### config.mk
export PLATFORM = sky130hd
export DESIGN_NAME = mux_nto1_pipe
export DESIGN_NICKNAME = d
export VERILOG_FILES = /design/src/rtl/mux_nto1_pipe_pkg.sv /design/src/rtl/rr_arbiter_nto1.sv /design/src/rtl/mux_nto1_pipe.sv
export SDC_FILE = /design/constraint.sdc
export NUM_CORES = 1
export LEC_CHECK = 0
export CAP_MARGIN = 30
export CORE_MARGIN = 8
export CORE_UTILIZATION = 29
export CTS_CLUSTER_SIZE = 10
export DETAILED_ROUTE_END_ITERATION = 7
export GPL_TIMING_DRIVEN = 1
export HOLD_SLACK_MARGIN = 0.06
export PLACE_DENSITY_LB_ADDON = 0.05
export SYNTH_ARGS = -nofsm -noshare
export SYNTH_HDL_FRONTEND = slang
export SYNTH_SLANG_ARGS = --single-unit
### constraint.sdc
create_clock -name clk -period 1.3 [get_ports clk]
set_input_delay 0.195 -clock clk [delete_from_list [all_inputs] [get_ports clk]]
set_output_delay 0.195 -clock clk [all_outputs]
set_load 0.01 [all_outputs]
### src/rtl/mux_nto1_pipe_pkg.sv
// Shared constants for the registered N-to-1 selector: mode encodings and default sizes.
// Round-robin support is enabled with the MUX_NTO1_PIPE_RR_EN macro.
package mux_nto1_pipe_pkg;

  localparam logic MODE_FIXED = 1'b0;
  localparam logic MODE_RR    = 1'b1;

  localparam int DEF_WIDTH = 5;
  localparam int DEF_NCH   = 4;

endpackage

### src/rtl/rr_arbiter_nto1.sv
// Combinational round-robin search: first requester strictly after ptr, wrapping modulo NCH.
// Instantiated by mux_nto1_pipe only when MUX_NTO1_PIPE_RR_EN is defined.
module rr_arbiter_nto1
  import mux_nto1_pipe_pkg::*;
#(
  parameter  int NCH  = DEF_NCH,
  localparam int SELW = $clog2(NCH)
) (
  input  logic [NCH-1:0]  req,
  input  logic [SELW-1:0] ptr,
  output logic            any,
  output logic [SELW-1:0] idx
);

  // Walk offsets from farthest to nearest so the nearest requester wins.
  always_comb begin
    logic [SELW-1:0] c_idx;
    any   = 1'b0;
    idx   = '0;
    c_idx = '0;
    for (int k = NCH; k >= 1; k--) begin
      c_idx = SELW'((int'(ptr) + k) % NCH);
      if (req[c_idx]) begin
        any = 1'b1;
        idx = c_idx;
      end
    end
  end

endmodule

### src/rtl/mux_nto1_pipe.sv
// Registered N-to-1 selector with a one-entry output register under valid/ready.
// Define MUX_NTO1_PIPE_RR_EN to enable round-robin mode; otherwise mode is ignored.
module mux_nto1_pipe
  import mux_nto1_pipe_pkg::*;
#(
  parameter  int WIDTH = DEF_WIDTH,
  parameter  int NCH   = DEF_NCH,
  localparam int SELW  = $clog2(NCH)
) (
  input  logic                 clk,
  input  logic                 rst_n,
  input  logic                 mode,
  input  logic [SELW-1:0]      sel,
  input  logic [NCH-1:0]       in_valid,
  input  logic [NCH*WIDTH-1:0] in_data,
  output logic [NCH-1:0]       in_ready,
  output logic                 out_valid,
  output logic [WIDTH-1:0]     out_data,
  output logic [SELW-1:0]      out_ch,
  input  logic                 out_ready
);

  logic             out_valid_reg;
  logic [WIDTH-1:0] out_data_reg;
  logic [SELW-1:0]  out_ch_reg;
  logic             can_load;
  logic             sel_ok;
  logic             fix_grant;
  logic             grant;
  logic [SELW-1:0]  gidx;
  logic             xfer;
  logic [WIDTH-1:0] words [NCH];

  genvar gi;
  generate
    for (gi = 0; gi < NCH; gi++) begin : g_ch
      assign words[gi]    = in_data[gi*WIDTH +: WIDTH];
      assign in_ready[gi] = xfer && (gidx == SELW'(gi));
    end
  endgenerate

  assign can_load  = !out_valid_reg || out_ready;
  assign sel_ok    = (int'(sel) < NCH);
  assign fix_grant = sel_ok && in_valid[sel];

`ifdef MUX_NTO1_PIPE_RR_EN
  logic            use_rr;
  logic            rr_any;
  logic [SELW-1:0] rr_idx;
  logic [SELW-1:0] ptr_reg;

  rr_arbiter_nto1 #(.NCH(NCH)) u_arb (
    .req (in_valid),
    .ptr (ptr_reg),
    .any (rr_any),
    .idx (rr_idx)
  );

  assign use_rr = (mode == MODE_RR);
  assign grant  = use_rr ? rr_any : fix_grant;
  assign gidx   = use_rr ? rr_idx : sel;

  // Pointer only follows round-robin transfers; fixed-mode grants leave it alone.
  always_ff @(posedge clk or negedge rst_n) begin
    if (!rst_n) begin
      ptr_reg <= SELW'(NCH - 1);
    end else if (xfer && use_rr) begin
      ptr_reg <= gidx;
    end
  end
`else
  logic unused_mode;

  assign unused_mode = mode;
  assign grant       = fix_grant;
  assign gidx        = sel;
`endif

  assign xfer = grant && can_load;

  // Drain without reload clears valid but keeps the last word and channel visible.
  always_ff @(posedge clk or negedge rst_n) begin
    if (!rst_n) begin
      out_valid_reg <= 1'b0;
      out_data_reg  <= '0;
      out_ch_reg    <= '0;
    end else if (xfer) begin
      out_valid_reg <= 1'b1;
      out_data_reg  <= words[gidx];
      out_ch_reg    <= gidx;
    end else if (out_ready) begin
      out_valid_reg <= 1'b0;
    end
  end

  assign out_valid = out_valid_reg;
  assign out_data  = out_data_reg;
  assign out_ch    = out_ch_reg;

endmodule

== After elaboration in Yosys (flattened, before gate mapping) ==
Index checks and enable logic that the tools add are counted.

* Muxes and demuxes: 7
* Order comparisons: 2
* Bitwise gates (word level): 1
* Equal/unequal tests: 3
* Reductions and logical operators: 9

{| class="wikitable"
|+ Operators with widths
! operator !! count
|-
| binary-select mux 5 bit (select 2 bit) || 1
|-
| two-way mux 5 bit || 2
|-
| logical AND 1 bit || 5
|-
| equality test 2 bit (second input constant) || 2
|-
| greater-or-equal comparator 3 bit (second input constant) || 1
|-
| less-than comparator 2 x 3 -> 1 bit (second input constant) || 1
|-
| two-way mux 1 bit || 3
|-
| inverter 2 -> 3 bit || 1
|-
| binary-select mux 1 bit (select 2 bit) || 1
|-
| equality test 2 x 1 -> 1 bit (second input constant) || 1
|-
| logical NOT 2 bit || 1
|-
| nonzero test 2 bit || 1
|-
| logical NOT 1 bit || 1
|-
| logical OR 1 bit || 1
|}

* Word-level logic and storage cells: 25
* Register bits: 8
* Bits of input ports: 30

== Depth between registers and ports, before layout ==
Gate-level depths: netlist of run 1.

* Depth after elaboration: 4
* Gate-level depth with buffers: 5
* Gate-level depth less buffers: 4

== Worst setup path after synthesis of run 1 ==
Ideal clock, no wire load.

* Path type: reg-to-reg
* Start: register out_valid_reg, in the netlist out_valid
* End: register out_ch_reg[1], in the netlist out_ch[1]
* Slack: -0.151 ns
* Library setup time: 0.125 ns
* Data arrival time: 1.327 ns
* Cell stages (with the launch flop): 4
* Buffers on the path: 0
* Cells stage by stage: dfrtp_1 > or2b_2 > a31oi_4 > mux2_2

* Longest elaborated chain between the ends: 3

{| class="wikitable"
|+ Ends and longest elaborated chain
! what !! RTL line !! source
|-
| start, declared || mux_nto1_pipe.sv:23 || <nowiki>logic out_valid_reg;</nowiki>
|-
| start signal, assigned || mux_nto1_pipe.sv:84 || <nowiki>out_valid_reg <= 1'b0;</nowiki>
|-
| start signal, assigned || mux_nto1_pipe.sv:88 || <nowiki>out_valid_reg <= 1'b1;</nowiki>
|-
| start signal, assigned || mux_nto1_pipe.sv:92 || <nowiki>out_valid_reg <= 1'b0;</nowiki>
|-
| logical NOT 1 bit || mux_nto1_pipe.sv:42 || <nowiki>assign can_load = !out_valid_reg || out_ready;</nowiki>
|-
| logical OR 1 bit || mux_nto1_pipe.sv:42 ||
|-
| logical AND 1 bit || mux_nto1_pipe.sv:79 || <nowiki>assign xfer = grant && can_load;</nowiki>
|-
| end signal, assigned || mux_nto1_pipe.sv:90 || <nowiki>out_ch_reg <= gidx;</nowiki>
|-
| end, declared || mux_nto1_pipe.sv:25 || <nowiki>logic [SELW-1:0] out_ch_reg;</nowiki>
|}

No other way between the ends.
A chain may end at the register's enable or synchronous reset.

== Worst setup path in the final report of run 1 ==
* Start: register out_valid_reg, in the netlist out_valid
* End: output in_ready[1]

* Longest elaborated chain between the ends: 4

{| class="wikitable"
|+ Ends and longest elaborated chain
! what !! RTL line !! source
|-
| logical NOT 1 bit || mux_nto1_pipe.sv:42 ||
|-
| logical OR 1 bit || mux_nto1_pipe.sv:42 ||
|-
| logical AND 1 bit || mux_nto1_pipe.sv:79 ||
|-
| logical AND 1 bit || mux_nto1_pipe.sv:38 || <nowiki>assign in_ready[gi] = xfer && (gidx == SELW'(gi));</nowiki>
|-
| end, declared || mux_nto1_pipe.sv:16 || <nowiki>output logic [NCH-1:0] in_ready,</nowiki>
|}

No other way between the ends.

==> key figures, run 1 <==
Run status
  – Status: finished, violations left
  – Violated checks: setup timing

Synthesis
  – Syn avg cell area: between 10 and 15 µm²
  – Mapped Cells: 39
  – Synth top area share: about 36%
  – Dominant cell by count in the synthesized netlist: dfrtp_1
  – Number of synthesized flops with an enable pin: 0
  – Syn nets: 69
  – Ys flop type: dfrtp_1
  – Async set-reset flop share out of synthesis: 100%
  – Synth warn: 0
  – Area leader, netlist: dfrtp_1
  – Most frequent cells after synthesis: dfrtp_1 (8), mux2_2 (7), mux4_1 (5), inv_1 (3)
  – Synth area leaders: dfrtp_1 (36%), mux4_1 (24%), mux2_2 (14%)
  – Yosys reg bits: 8
  – Netlist cell types: 16
  – Synthesized area: between 500 and 600 µm²
  – Register area share after synthesis: about 36%

Die
  – Row cnt: 16
  – Initial core utilization: about 30%
  – Die X: between 50 and 60 µm
  – I/O Pins: between 40 and 50
  – Die height: ~60 µm
  – Die ar.: roughly 3600 µm²
  – Core box area: 1880 µm²

Global route
  – Vias in the first global route: 607
  – Grt ovf: 0
  – Pin count of the biggest net entering global routing: 9
  – Initial antenna violation count: 0
  – Total GRT Usage: about 10%
  – First-pass GRT wire length: between 2000 and 3000 µm

Finish
  – Layout cells sized above 1: 35.2%
  – Number of antenna diodes: 0
  – Max reg flops: 5
  – Area growth from synthesis to layout: 97.8%
  – Final Util: about three fifths
  – # nets final: about 120
  – Non-Filler Instances: approximately 120

Setup path
  – CP max-delay cell: dfrtp_1
  – Type of the worst setup path: flop to output pin
  – CP arrival: between 1000 and 1500 ps
  – Crit path buf inv count: 2
  – Crit. End Element: output pin
  – Crit-path max FO: 3
  – Worst path top cell family by delay: simple AND/OR/NAND/NOR gates
  – Critical-path cell list: or2b_4 > buf_4 > nand3_4 > nor2_1 > buf_2
  – Worst Path Required: approximately 1100 ps
  – Worst stage delay on the critical path: ~350 ps
  – CP Launch Type: flop

Clock network
  – Num CTS Buffers: 3
  – Root Buffer: clkbuf_4
  – CTS tree: done
  – Clk buf depth: 2
  – Clk Latency, worst-skew pair: ~240 ps
  – Clock H-tree levels: 1
  – Clock slew at reported path FFs: around 50 ps
  – Total clock sinks: 8

Detailed routing
  – M1 wire length: around 680 µm
  – DRT Pass-1 Iters: 4
  – Met2 wire len: 682 µm
  – Via density: 4.42
  – Routed wl met3: roughly 160 µm
  – Post-DR wirelength/cell: 13.1 µm
  – DRT iter0 DRCs: 5
  – Remaining antenna violation count after routing: 0
  – Drt total wl: ~1600 µm
  – DR vias: 521
  – DRC Markers: 0
  – Top routing layer used: met4

STA
  – Period Utilization, post-route: 111%
  – RSZ-0062 raised after global routing: yes
  – Clk_skew: about 2.3 ps
  – Fin. Hold Viols: 0
  – Least-Margin Pin Slew: ~350 ps
  – Setup violators final: 10
  – Min setup slack post-route: -145 ps
  – Slew Limit Fails: 0
  – Hold slack: 222 ps
  – Max Fclk: around 0.69 GHz
  – Final Critical Period: approximately 1400 ps
  – Slew headroom: between 70% and 80%

Worst hold path
  – Worst Hold Class: input pin to async pin

Placement
  – Placed insts: between 100 and 150
  – Global placement routability congestion: about 0.71
  – Port Buffers: 40
  – Pre-CTS WS: -664 ps
  – Post-DP HPWL: between 1000 and 1500 µm

Pwr
  – Internal power: 696 µW
  – PwrDens: ~860 nW/µm²
  – Total Power Consumption: between 900 and 1000 µW
  – Leakage power: 0.000505 µW
  – Sequential share of power: between 30% and 40%
  – Clock power frac: about a fifth
  – Psw: approximately 250 µW
  – Comb pwr share: roughly 46%
  – VDD IR max: around 0.00032 V
  – Switching power share of the total: approximately a quarter

Run
  – Max-cap violation count: 0
-- kinds of logic after synthesis --
logic type             after synthesis  share of synthesized area, %
multiplexers                        13                          41.7
AND/OR/NAND/NOR                     10                          10.3
flip-flops                           8                          35.9
buffers and inverters                5                          6.50
AO/OA/AOI/OAI                        3                          5.61
-- through the flow --
step           TNS (ps)  cell area (µm²)
2_1_floorplan      -293              563
3_3_place_gp      -6680             1030
3_5_place_dp      -6800             1030
4_1_cts           -1660             1100
5_1_grt           -1990             1100
6_report          -1280             1100
-- metal layers --
layer | track usage [%] | vias up
met3 | 3.66 | 2
met4 | 7.14 | 0
met1 | 12.2 | 232
met5 | 0 | -
met2 | 13.4 | 28
li1 | - | 259
-- layout by cell type (no fill, tap or decap) --
master	Yosys	final
clkdlybuf4s50_1	0	25
dlygate4sd2_1	0	11
dfrtp_1	8	8
mux2_4	0	7
buf_4	0	6
mux4_1	5	5
buf_6	1	5
buf_2	0	4
inv_1	3	3
clkbuf_4	0	3
nor4_1	2	2
nand2_1	2	2
o21ai_0	2	2
or2b_4	0	1
nand3_4	0	1
nor2_2	0	1
nor2b_2	0	1
mux2i_4	1	1
nor2_1	2	1
nor3_2	1	1
a31oi_4	1	1
-- worst paths after layout --
path / from / to / slack (ps) / cells after the start
max in group asynchronous: rst_n / out_data[2] / 820 / 1
hold reg to reg: out_data[3] / out_data[3] / 500 / 1
setup / recovery: out_valid / in_ready[1] / -150 / 5
min in group clk: out_ready / out_valid / 490 / 4
setup reg to reg: out_valid / out_ch[1] / -140 / 5
hold / removal: rst_n / out_data[4] / 220 / 1
-- power groups by stage --
stage          sequential, µW  combinational [µW]  clock (µW)
2_1_floorplan             368                 140           0
3_3_place_gp              338                 420           0
3_5_place_dp              340                 422           0
4_1_cts                   336                 437         187
5_1_grt                   343                 465         200
6_report                  335                 431         179
-- area by class of cell --
class                           count  area (µm²)
Fill cell                         177         778
Multi-Input combinational cell     26         368
Clock buffer                        3        22.5
Inverter                            3        11.3
Tap cell                           27        33.8
Timing Repair Buffer               51         468
Sequential cell                     8         200
-- timing repair --
action,CTS,global route
setup buffers,3,0
gates resized for setup,43,1
pin swaps,2,3
hold buffers,0,0
endpoints found under the setup margin,18,10
Note: power is estimated with default switching activity, not from simulation.
==> run 2, diff against run 1 <==
--- a/config.mk
+++ b/config.mk
@@ -5,7 +5,6 @@
 export SDC_FILE = /design/constraint.sdc
 export NUM_CORES = 1
 export LEC_CHECK = 0
-export CAP_MARGIN = 30
 export CORE_MARGIN = 8
 export CORE_UTILIZATION = 29
 export CTS_CLUSTER_SIZE = 10
==> results of run 2 <==
The final DEF is identical to that of run 1; final timing and power are the same.
